==> src/rtl/arbitro_escritura_br.sv <==
`timescale 1ns/1ps
// arbitro_escritura_br
// Round-robin arbiter that shares the register bank's single write port
// between two writeback requesters: requester 0 (ALU result) and
// requester 1 (load data). Each requester owns a one-entry holding buffer
// with a valid/ready handshake. At most one registered write is issued per
// cycle. A per-register pending mask lets issue logic stall on writes that
// are still buffered.
//
// Ports
//   clk, rst_n          rising-edge clock, synchronous active-low reset
//   reqK_valid          requester K presents a write
//   reqK_addr/reqK_data requester K destination register and data
//   reqK_ready          requester K buffer accepts this cycle
//   EnW, AW, DW         registered write port to the register bank
//   grant_id            requester whose write is on AW/DW while EnW=1
//   busy                bit a set while a buffered write targets register a
module arbitro_escritura_br #(
  parameter int ADDR_W = 5,
  parameter int DATA_W = 32
) (
  input  logic                 clk,
  input  logic                 rst_n,
  input  logic                 req0_valid,
  input  logic [ADDR_W-1:0]    req0_addr,
  input  logic [DATA_W-1:0]    req0_data,
  output logic                 req0_ready,
  input  logic                 req1_valid,
  input  logic [ADDR_W-1:0]    req1_addr,
  input  logic [DATA_W-1:0]    req1_data,
  output logic                 req1_ready,
  output logic                 EnW,
  output logic [ADDR_W-1:0]    AW,
  output logic [DATA_W-1:0]    DW,
  output logic [2**ADDR_W-1:0] busy,
  output logic                 grant_id
);

  localparam logic [0:0] IDLE  = 1'b0;
  localparam logic [0:0] WRITE = 1'b1;

  logic [0:0]        state;
  logic              full0, full1;
  logic [ADDR_W-1:0] addr0, addr1;
  logic [DATA_W-1:0] data0, data1;
  logic              older1;  // buf1 was accepted before buf0 (valid when both full)
  logic              prio;    // requester favoured when both full, addresses differ
  logic              sel0, sel1;
  logic              kept0, kept1;
  logic              acc0, acc1;

  // NOTE: every variable assigned in always_comb gets a default first so no
  // path leaves it unassigned, which would infer a latch.
  always_comb begin
    sel0 = 1'b0;
    sel1 = 1'b0;
    if (full0 && full1) begin
      // Same destination: oldest write first keeps cross-requester order.
      if (addr0 == addr1) sel0 = !older1;
      else                sel0 = !prio;
      sel1 = !sel0;
    end else begin
      sel0 = full0;
      sel1 = full1;
    end
    kept0 = full0 && !sel0;
    kept1 = full1 && !sel1;
  end

  // A buffer being drained this cycle can refill on the same edge.
  assign req0_ready = rst_n && (!full0 || sel0);
  assign req1_ready = rst_n && (!full1 || sel1);
  assign acc0       = req0_valid && req0_ready;
  assign acc1       = req1_valid && req1_ready;

  assign EnW = (state == WRITE);

  always_comb begin
    busy = '0;
    if (rst_n) begin
      if (full0) busy[addr0] = 1'b1;
      if (full1) busy[addr1] = 1'b1;
    end
  end

  // NOTE: sequential state uses non-blocking assignments so every register
  // samples pre-edge values regardless of statement order.
  always_ff @(posedge clk) begin
    if (!rst_n) begin
      state    <= IDLE;
      full0    <= 1'b0;
      full1    <= 1'b0;
      older1   <= 1'b0;
      prio     <= 1'b0;
      AW       <= '0;
      DW       <= '0;
      grant_id <= 1'b0;
    end else begin
      full0 <= acc0 || kept0;
      full1 <= acc1 || kept1;

      // Loser of a two-way contest gets priority next time.
      if (full0 && full1) prio <= sel0;

      // A fresh req0 entry behind a held req1 entry makes buf1 the elder;
      // same-edge accepts leave req0 as the elder.
      if (kept1 && acc0)         older1 <= 1'b1;
      else if (!(kept0 && kept1)) older1 <= 1'b0;

      state <= (full0 || full1) ? WRITE : IDLE;

      if (sel0 || sel1) begin
        AW       <= sel1 ? addr1 : addr0;
        DW       <= sel1 ? data1 : data0;
        grant_id <= sel1;
      end
    end
  end

  // NOTE: buffer payload needs no reset; it is only observed behind full0/full1,
  // and acceptance is impossible while rst_n is low.
  always_ff @(posedge clk) begin
    if (acc0) begin
      addr0 <= req0_addr;
      data0 <= req0_data;
    end
    if (acc1) begin
      addr1 <= req1_addr;
      data1 <= req1_data;
    end
  end

endmodule

==> config.mk <==
export PLATFORM = sky130hd
export DESIGN_NAME = arbitro_escritura_br
export DESIGN_NICKNAME = d
export VERILOG_FILES = /design/src/rtl/arbitro_escritura_br.sv
export SDC_FILE = /design/constraint.sdc
export NUM_CORES = 1
export LEC_CHECK = 0
export ABC_CLOCK_PERIOD_IN_PS = 2700
export BUFFER_PORTS_ARGS = -buffer_cell sky130_fd_sc_hd__buf_2
export CAP_MARGIN = 25
export CELL_PAD_IN_SITES_DETAIL_PLACEMENT = 2
export CELL_PAD_IN_SITES_GLOBAL_PLACEMENT = 2
export CORE_MARGIN = 3
export CORE_UTILIZATION = 29
export DETAILED_ROUTE_END_ITERATION = 10
export HOLD_SLACK_MARGIN = 0.06
export PLACE_DENSITY_LB_ADDON = 0.3
export SLEW_MARGIN = 25
export SYNTH_ARGS = -nofsm -noshare
export SYNTH_HDL_FRONTEND = slang
export SYNTH_SLANG_ARGS = --single-unit
==> constraint.sdc <==
create_clock -name clk -period 2.7 [get_ports clk]
set_input_delay 0.27 -clock clk [delete_from_list [all_inputs] [get_ports clk]]
set_output_delay 0.27 -clock clk [all_outputs]
set_load 0.01 [all_outputs]
==> metrics.txt, run 1 <==
status=completed; largest net degree at the start of global routing=52; Worst Skew=0.0156 ns; # setup viols final=0; LEAKAGE=0.00296 uW; Flop pwr share=0.427; Pwr Density=661 nW/um^2; Hold Crit Depth=1; Hold Crit Class=in2reg; Logic pwr share=0.106; clock transition at the registers of the reported paths=0.05 ns; DR iter-0 viols=181; total number of H-tree levels=4; reg2reg path depth=5; combinational family with the most area after synthesis=compound AO/OA/AOI/OAI gates; final worst path period need=2.51 ns; mux share of post-synthesis cell area=0.00223; flop2flop setup slack=0.19 ns; layout cells sized above 1=0.345; Max-Cap Viols=0; Placeable Area=16800 um^2; clk sinks=117; simple-gate share of the synthesized area=0.143; total power=4860 uW; row count=47; Adder-Cell Fraction of Synth Area=0; Remaining DRCs=0; initial antenna violation count=0; Max FO, Critical Path=37; dpl hpwl=11700 um; CTS Buffer Depth=2; Tot GR Track Use=0.192; final setup TNS=0 ns; clock tree root buffer cell=clkbuf_16; first-pass GRT wire length=28700 um; Slew HR=0.363; Via density=4.95; Seq/Total Area, Yosys=0.609; Avg Inst Size Synth=11.8 um^2; FF-to-FF End=addr1[3]$_DFFE_PP_; CP Capture Type=flip-flop; number of synthesized register bits=117; Compound-Gate Fraction of Synth Area=0.193; vias in the first global route=4929; fin crit share=0.929; PortBufs=150; post-DR wirelength/cell=20.9 um; 1st-pass router iterations=4; Clock Latency Late Sink=0.42 ns; Setup Buffers After CTS=0; GRT Residual Overflow=0; final hold violations=0; Top Ports=151; CP Data Required Time=2.73 ns; Sw Share=0.231; warnings from Yosys=0; ANT cells=0; Clock Power Share=0.467; die area=19100 um^2; Post-Syn Area=5060 um^2; Sw Pwr=1120 uW; Fillers=1757; CP arrival=2.54 ns; post-synthesis instance total=430; Post-Synth XOR/XNOR Area=0.0101; Resize count post-CTS=0; CP Class=reg2reg; worst hold path endpoint=data0[12]$_DFFE_PP_; reg2reg start=addr0[0]$_DFFE_PP_; VDD IR max=0.000411 V; TritonCTS clock tree=yes; Final #Nets=723; startpoint types=flip-flop; CTS Buf Count=17; number of vias in the routed layout=4350; actual slew at the worst max-slew pin=0.956 ns; final wirelength=18400 um; die width=138 um; die height=138 um; hold_sp=req0_data[12]; Final Max Slew Viols=0; area delta synth->final=45.4%; starting density of the core=0.301; internal cell power=3740 uW; RSZ-0062 raised after global routing=no; gp weighted congestion=0.813; Antenna Nets Post-Route=0; fmax=399 MHz; library cells used by synthesis=35; Syn Nets=508
==> cell usage after synthesis <==
| cell type | instances | share of area |
|---|---|---|
| o21bai_1 | 1 | 0.0015 |
| clkbuf_1 | 25 | 0.019 |
| a21boi_0 | 1 | 0.0015 |
| o211ai_1 | 16 | 0.024 |
| or3b_2 | 2 | 0.0035 |
| buf_4 | 3 | 0.0045 |
| o21a_1 | 5 | 0.0074 |
| and3_1 | 2 | 0.0025 |
| nor3_1 | 1 | 0.00099 |
| o21ai_0 | 1 | 0.00099 |
| mux2_2 | 1 | 0.0022 |
| o211a_1 | 1 | 0.0020 |
| nand3b_1 | 7 | 0.010 |
| buf_2 | 10 | 0.0099 |
| nor2b_1 | 4 | 0.0049 |
| nand2_1 | 77 | 0.057 |
| o211ai_2 | 20 | 0.049 |
| a221oi_1 | 1 | 0.0017 |
| a22o_1 | 1 | 0.0017 |
| o21ai_4 | 1 | 0.0032 |
| or3_1 | 2 | 0.0025 |
| inv_1 | 3 | 0.0022 |
| nand3_2 | 1 | 0.0020 |
| nand3_1 | 8 | 0.0079 |
| xnor2_2 | 1 | 0.0032 |
| and3b_1 | 1 | 0.0017 |
| and2_1 | 35 | 0.043 |
| buf_6 | 3 | 0.0067 |
| nand2b_1 | 1 | 0.0012 |
| o2111ai_1 | 35 | 0.061 |
| edfxtp_1 | 74 | 0.44 |
| xnor2_1 | 4 | 0.0069 |
| nor2_1 | 7 | 0.0052 |
| o22ai_1 | 32 | 0.040 |
| dfxtp_1 | 43 | 0.17 |
==> routing by layer <==
layer | up-vias | share of wire | GRT usage
li1 | 2060 | - | -
met1 | 2157 | 0.41 | 0.226
met3 | 12 | 0.043 | 0.0480
met2 | 121 | 0.54 | 0.350
met4 | 0 | 0.0090 | 0.0510
met5 | - | 0 | 0
==> worst max-delay path: stages (launching register included) <==
cell      delay (ns)
edfxtp_1        0.49
xnor2_1         0.19
nand3_2         0.13
o21a_2          0.32
nor3_1          0.11
and3b_2         0.89
==> cell type report <==
type / count / area [um^2] / share of cell area
multi-input combinational: 269 / 1780 / 0.243
timing repair buffer: 237 / 1610 / 0.218
inverter: 3 / 11.3 / 0.00153
sequential: 117 / 3080 / 0.419
tap: 220 / 275 / 0.0374
clock inverter: 10 / 130 / 0.0177
clock buffer: 22 / 464 / 0.0631
==> through the flow <==
stage	instance area (um^2)	utilization	instances	hold slack (ns)	worst slack, ns
floorplan	5060	-	430	0.369	0.169
global placement	6040	0.359	775	0.446	0.329
detailed placement	6040	0.359	775	0.448	0.202
CTS	7350	0.437	878	0.0660	0.168
global route	7360	0.437	878	0.0690	0.00536
finish	7360	0.437	878	0.0915	0.192
==> sequential cells by signal (all words and copies together), names as in the netlist <==
register,cells
AW,5
DW,32
EnW,1
addr0,5
addr1,5
data0,32
data1,32
full0,1
full1,1
grant_id,1
older1,1
prio,1
==> how the worst max path moves through the flow <==
stage                       start                   to  slack [ns]  depth (start not counted)
5_1_grt        addr0[0]$_DFFE_PP_  data1[17]$_DFFE_PP_       0.005                          5
6_report       addr0[0]$_DFFE_PP_   addr1[3]$_DFFE_PP_        0.19                          5
3_3_place_gp   addr0[3]$_DFFE_PP_  data1[19]$_DFFE_PP_        0.33                          5
2_1_floorplan  addr1[2]$_DFFE_PP_   addr1[0]$_DFFE_PP_        0.17                          6
3_5_place_dp   addr0[0]$_DFFE_PP_  data1[16]$_DFFE_PP_        0.20                          5
4_1_cts        addr0[0]$_DFFE_PP_           req1_ready        0.17                          7
==> power groups by stage <==
stage,clock network (uW),registers [uW],logic (uW)
6_report,2270,2080,513
5_1_grt,2410,2090,562
4_1_cts,2300,2080,511
3_5_place_dp,0,2110,429
3_3_place_gp,0,2110,412
2_1_floorplan,0,2110,210
==> cell families after synthesis <==
group | Yosys count
and+or+nand+nor | 148
DFF | 117
AOI/OAI and AO/OA | 115
buffers and inverters | 44
xor gates and xnor gates | 5
muxes | 1
==> cells in the final DEF, fill, tap and decap left out, types with 3 or more instances in the layout <==
cell type      netlist  routed
buf_4                3      14
dlygate4sd3_1        0      71
clkbuf_16            0      17
o2111ai_1           35      35
clkbuf_1            25       3
nor2b_1              4       3
nand2_1             77      77
o21a_1               5       3
nand3_1              8       8
edfxtp_1            74      74
bufinv_16            0       3
nand3b_1             7       7
xnor2_1              4       4
and2_1              35      35
dfxtp_1             43      42
nor2_1               7       7
o211ai_2            20      20
clkinv_2             0       5
buf_2               10     150
o211ai_1            16      16
inv_1                3       3
o22ai_1             32      32
==> repair_timing <==
| item | CTS | global route |
|---|---|---|
| hold endpoints to repair | 71 | 0 |
| setup endpoints to repair | 0 | 0 |
| hold buffers | 71 | 0 |
Power figures use the tool's default switching activity.
==> run 2: changes to the inputs <==
--- a/config.mk
+++ b/config.mk
@@ -12,6 +12,7 @@
 export CELL_PAD_IN_SITES_GLOBAL_PLACEMENT = 2
 export CORE_MARGIN = 3
 export CORE_UTILIZATION = 29
+export CTS_BUF_LIST = sky130_fd_sc_hd__clkbuf_16
 export DETAILED_ROUTE_END_ITERATION = 10
 export HOLD_SLACK_MARGIN = 0.06
 export PLACE_DENSITY_LB_ADDON = 0.3
==> metrics.txt, run 2 (synthesis results as in run 1) <==
layout cells sized above 1=0.342 (was 0.345); commonest non-fill, non-tap cell in the layout=buf_2 (unchanged); setup ws final=0.193 ns (was 0.192 ns); number of vias in the routed layout=4352 (was 4350); commonest non-fill, non-tap cells in the layout=150 x buf_2, 77 x nand2_1, 74 x edfxtp_1 (unchanged); reg2reg path depth=5 (unchanged); clock transition at the registers of the reported paths=0.05 ns (about the same); FF-to-FF End=data1[6]$_DFFE_PP_ (was addr1[3]$_DFFE_PP_); CP Capture Type=flip-flop (unchanged); largest net degree at the start of global routing=52 (unchanged); Top Ports=151 (unchanged); Resize count post-CTS=0 (unchanged); Worst Skew=0.0163 ns (was 0.0156 ns); register area=3080 um^2 (unchanged); LEAKAGE=0.00297 uW (was 0.00296 uW); Fillers=1755 (was 1757); total number of H-tree levels=4 (unchanged); Remaining DRCs=0 (unchanged); Clock Latency Late Sink=0.43 ns (was 0.42 ns); CP startpoint=addr0[0]$_DFFE_PP_ (unchanged); status=completed (unchanged); Antenna Nets Post-Route=0 (unchanged); TritonCTS clock tree=yes (unchanged); die height=138 um (unchanged); DR iter-0 viols=180 (was 181); Via density=4.96 (was 4.95); Tot GR Track Use=0.190 (was 0.192); 1st-pass router iterations=4 (unchanged); uppermost layer routed=met4 (unchanged); startpoint types=flip-flop (unchanged); PortBufs=150 (unchanged); reg2reg start=addr0[0]$_DFFE_PP_ (unchanged); area taken by multi-input logic gates=1780 um^2 (unchanged); Final #Nets=723 (unchanged); leading registers by flop count=DW (32), data0 (32), data1 (32) (unchanged); flop2flop setup slack=0.19 ns (about the same); Max-Cap Viols=0 (unchanged); CP Class=reg2reg (unchanged); Hold Crit Class=in2reg (unchanged); VDD IR max=0.000408 V (was 0.000411 V); Final Max Slew Viols=0 (unchanged); CP Data Required Time=2.74 ns (was 2.73 ns); Setup Buffers After CTS=0 (unchanged); actual slew at the worst max-slew pin=0.945 ns (was 0.956 ns); Pwr Density=654 nW/um^2 (was 661 nW/um^2); Max FO, Critical Path=37 (unchanged); fmax=399 MHz (about the same); row count=47 (unchanged); first-pass GRT wire length=28400 um (was 28700 um); Placeable Area=16800 um^2 (unchanged); post-DR wirelength/cell=20.7 um (was 20.9 um); RSZ-0062 raised after global routing=no (unchanged); # setup viols final=0 (unchanged); CP Capture Point=data1[6]$_DFFE_PP_ (was addr1[3]$_DFFE_PP_); CTS Buf Count=17 (unchanged); final setup TNS=0 ns (unchanged); M1 wire length=7460 um (was 7540 um); die width=138 um (unchanged); die area=19100 um^2 (unchanged); vias in the first global route=4912 (was 4929); initial antenna violation count=0 (unchanged); ANT cells=0 (unchanged); starting density of the core=0.301 (unchanged); metal3 WL=829 um (was 792 um); clk sinks=117 (unchanged); fin crit share=0.928 (was 0.929); Place WS=0.202 ns (unchanged); CTS Buffer Depth=2 (unchanged); GRT Residual Overflow=0 (unchanged); final wirelength=18200 um (was 18400 um); final worst path period need=2.51 ns (about the same); dpl hpwl=11700 um (unchanged); DR WL met2=9710 um (was 9880 um); clock tree root buffer cell=clkbuf_16 (unchanged); CP arrival=2.54 ns (about the same); area delta synth->final=45.0% (was 45.4%); gp weighted congestion=0.813 (unchanged); final hold violations=0 (unchanged); Slew HR=0.370 (was 0.363)
-- run 2: power breakdown --
group | switching (uW) | internal, uW | total, uW
registers | 60.3 | 2020 | 2080
clock network | 788 | 1420 | 2210
logic | 281 | 231 | 512
-- run 2: per-stage QoR --
stage	area, um^2	cells	util	power, uW	hold slack (ns)
6_report	7340	878	0.436	4800	0.0822
5_1_grt	7340	878	0.436	4990	0.0659
4_1_cts	7330	878	0.436	4820	0.0660
3_5_place_dp	6040	775	0.359	2540	0.448
3_3_place_gp	6040	775	0.359	2520	0.446
2_1_floorplan	5060	430	-	2320	0.369
-- run 2: final cells by class --
cell class	count	area share
multi-input combinational	269	0.243
tap	220	0.0375
sequential	117	0.420
inverter	3	0.00154
clock inverter	15	0.0203
timing repair buffer	237	0.219
clock buffer	17	0.0580
-- run 2: how the worst min path moves through the flow --
stage,startpoint,end,slack [ns],cells past startpoint
global route,req0_data[12],data0[12]$_DFFE_PP_,0.07,1
finish,req0_data[12],data0[12]$_DFFE_PP_,0.08,1
detailed placement,req0_data[22],data0[22]$_DFFE_PP_,0.45,1
global placement,DW[17]$_SDFFE_PN0P_,DW[17]$_SDFFE_PN0P_,0.45,2
floorplan,req0_addr[0],addr0[0]$_DFFE_PP_,0.37,0
CTS,req0_data[12],data0[12]$_DFFE_PP_,0.07,1
-- run 2: routing by layer --
metal	global-route usage	vias up
li1	-	2058
met1	0.225	2156
met2	0.341	126
met3	0.0483	12
met4	0.0556	0
met5	0	-
-- run 2: critical path, stage by stage, from the launching register on --
cell and delay, ns:
edfxtp_1 0.49, xnor2_1 0.19, nand3_2 0.13, o21a_2 0.32
nor3_1 0.11, and3b_2 0.88
-- run 2: repair_timing --
action                     4_1_cts  5_1_grt
hold buffers                    71        0
hold endpoints to repair        71        0
setup endpoints to repair        0        0
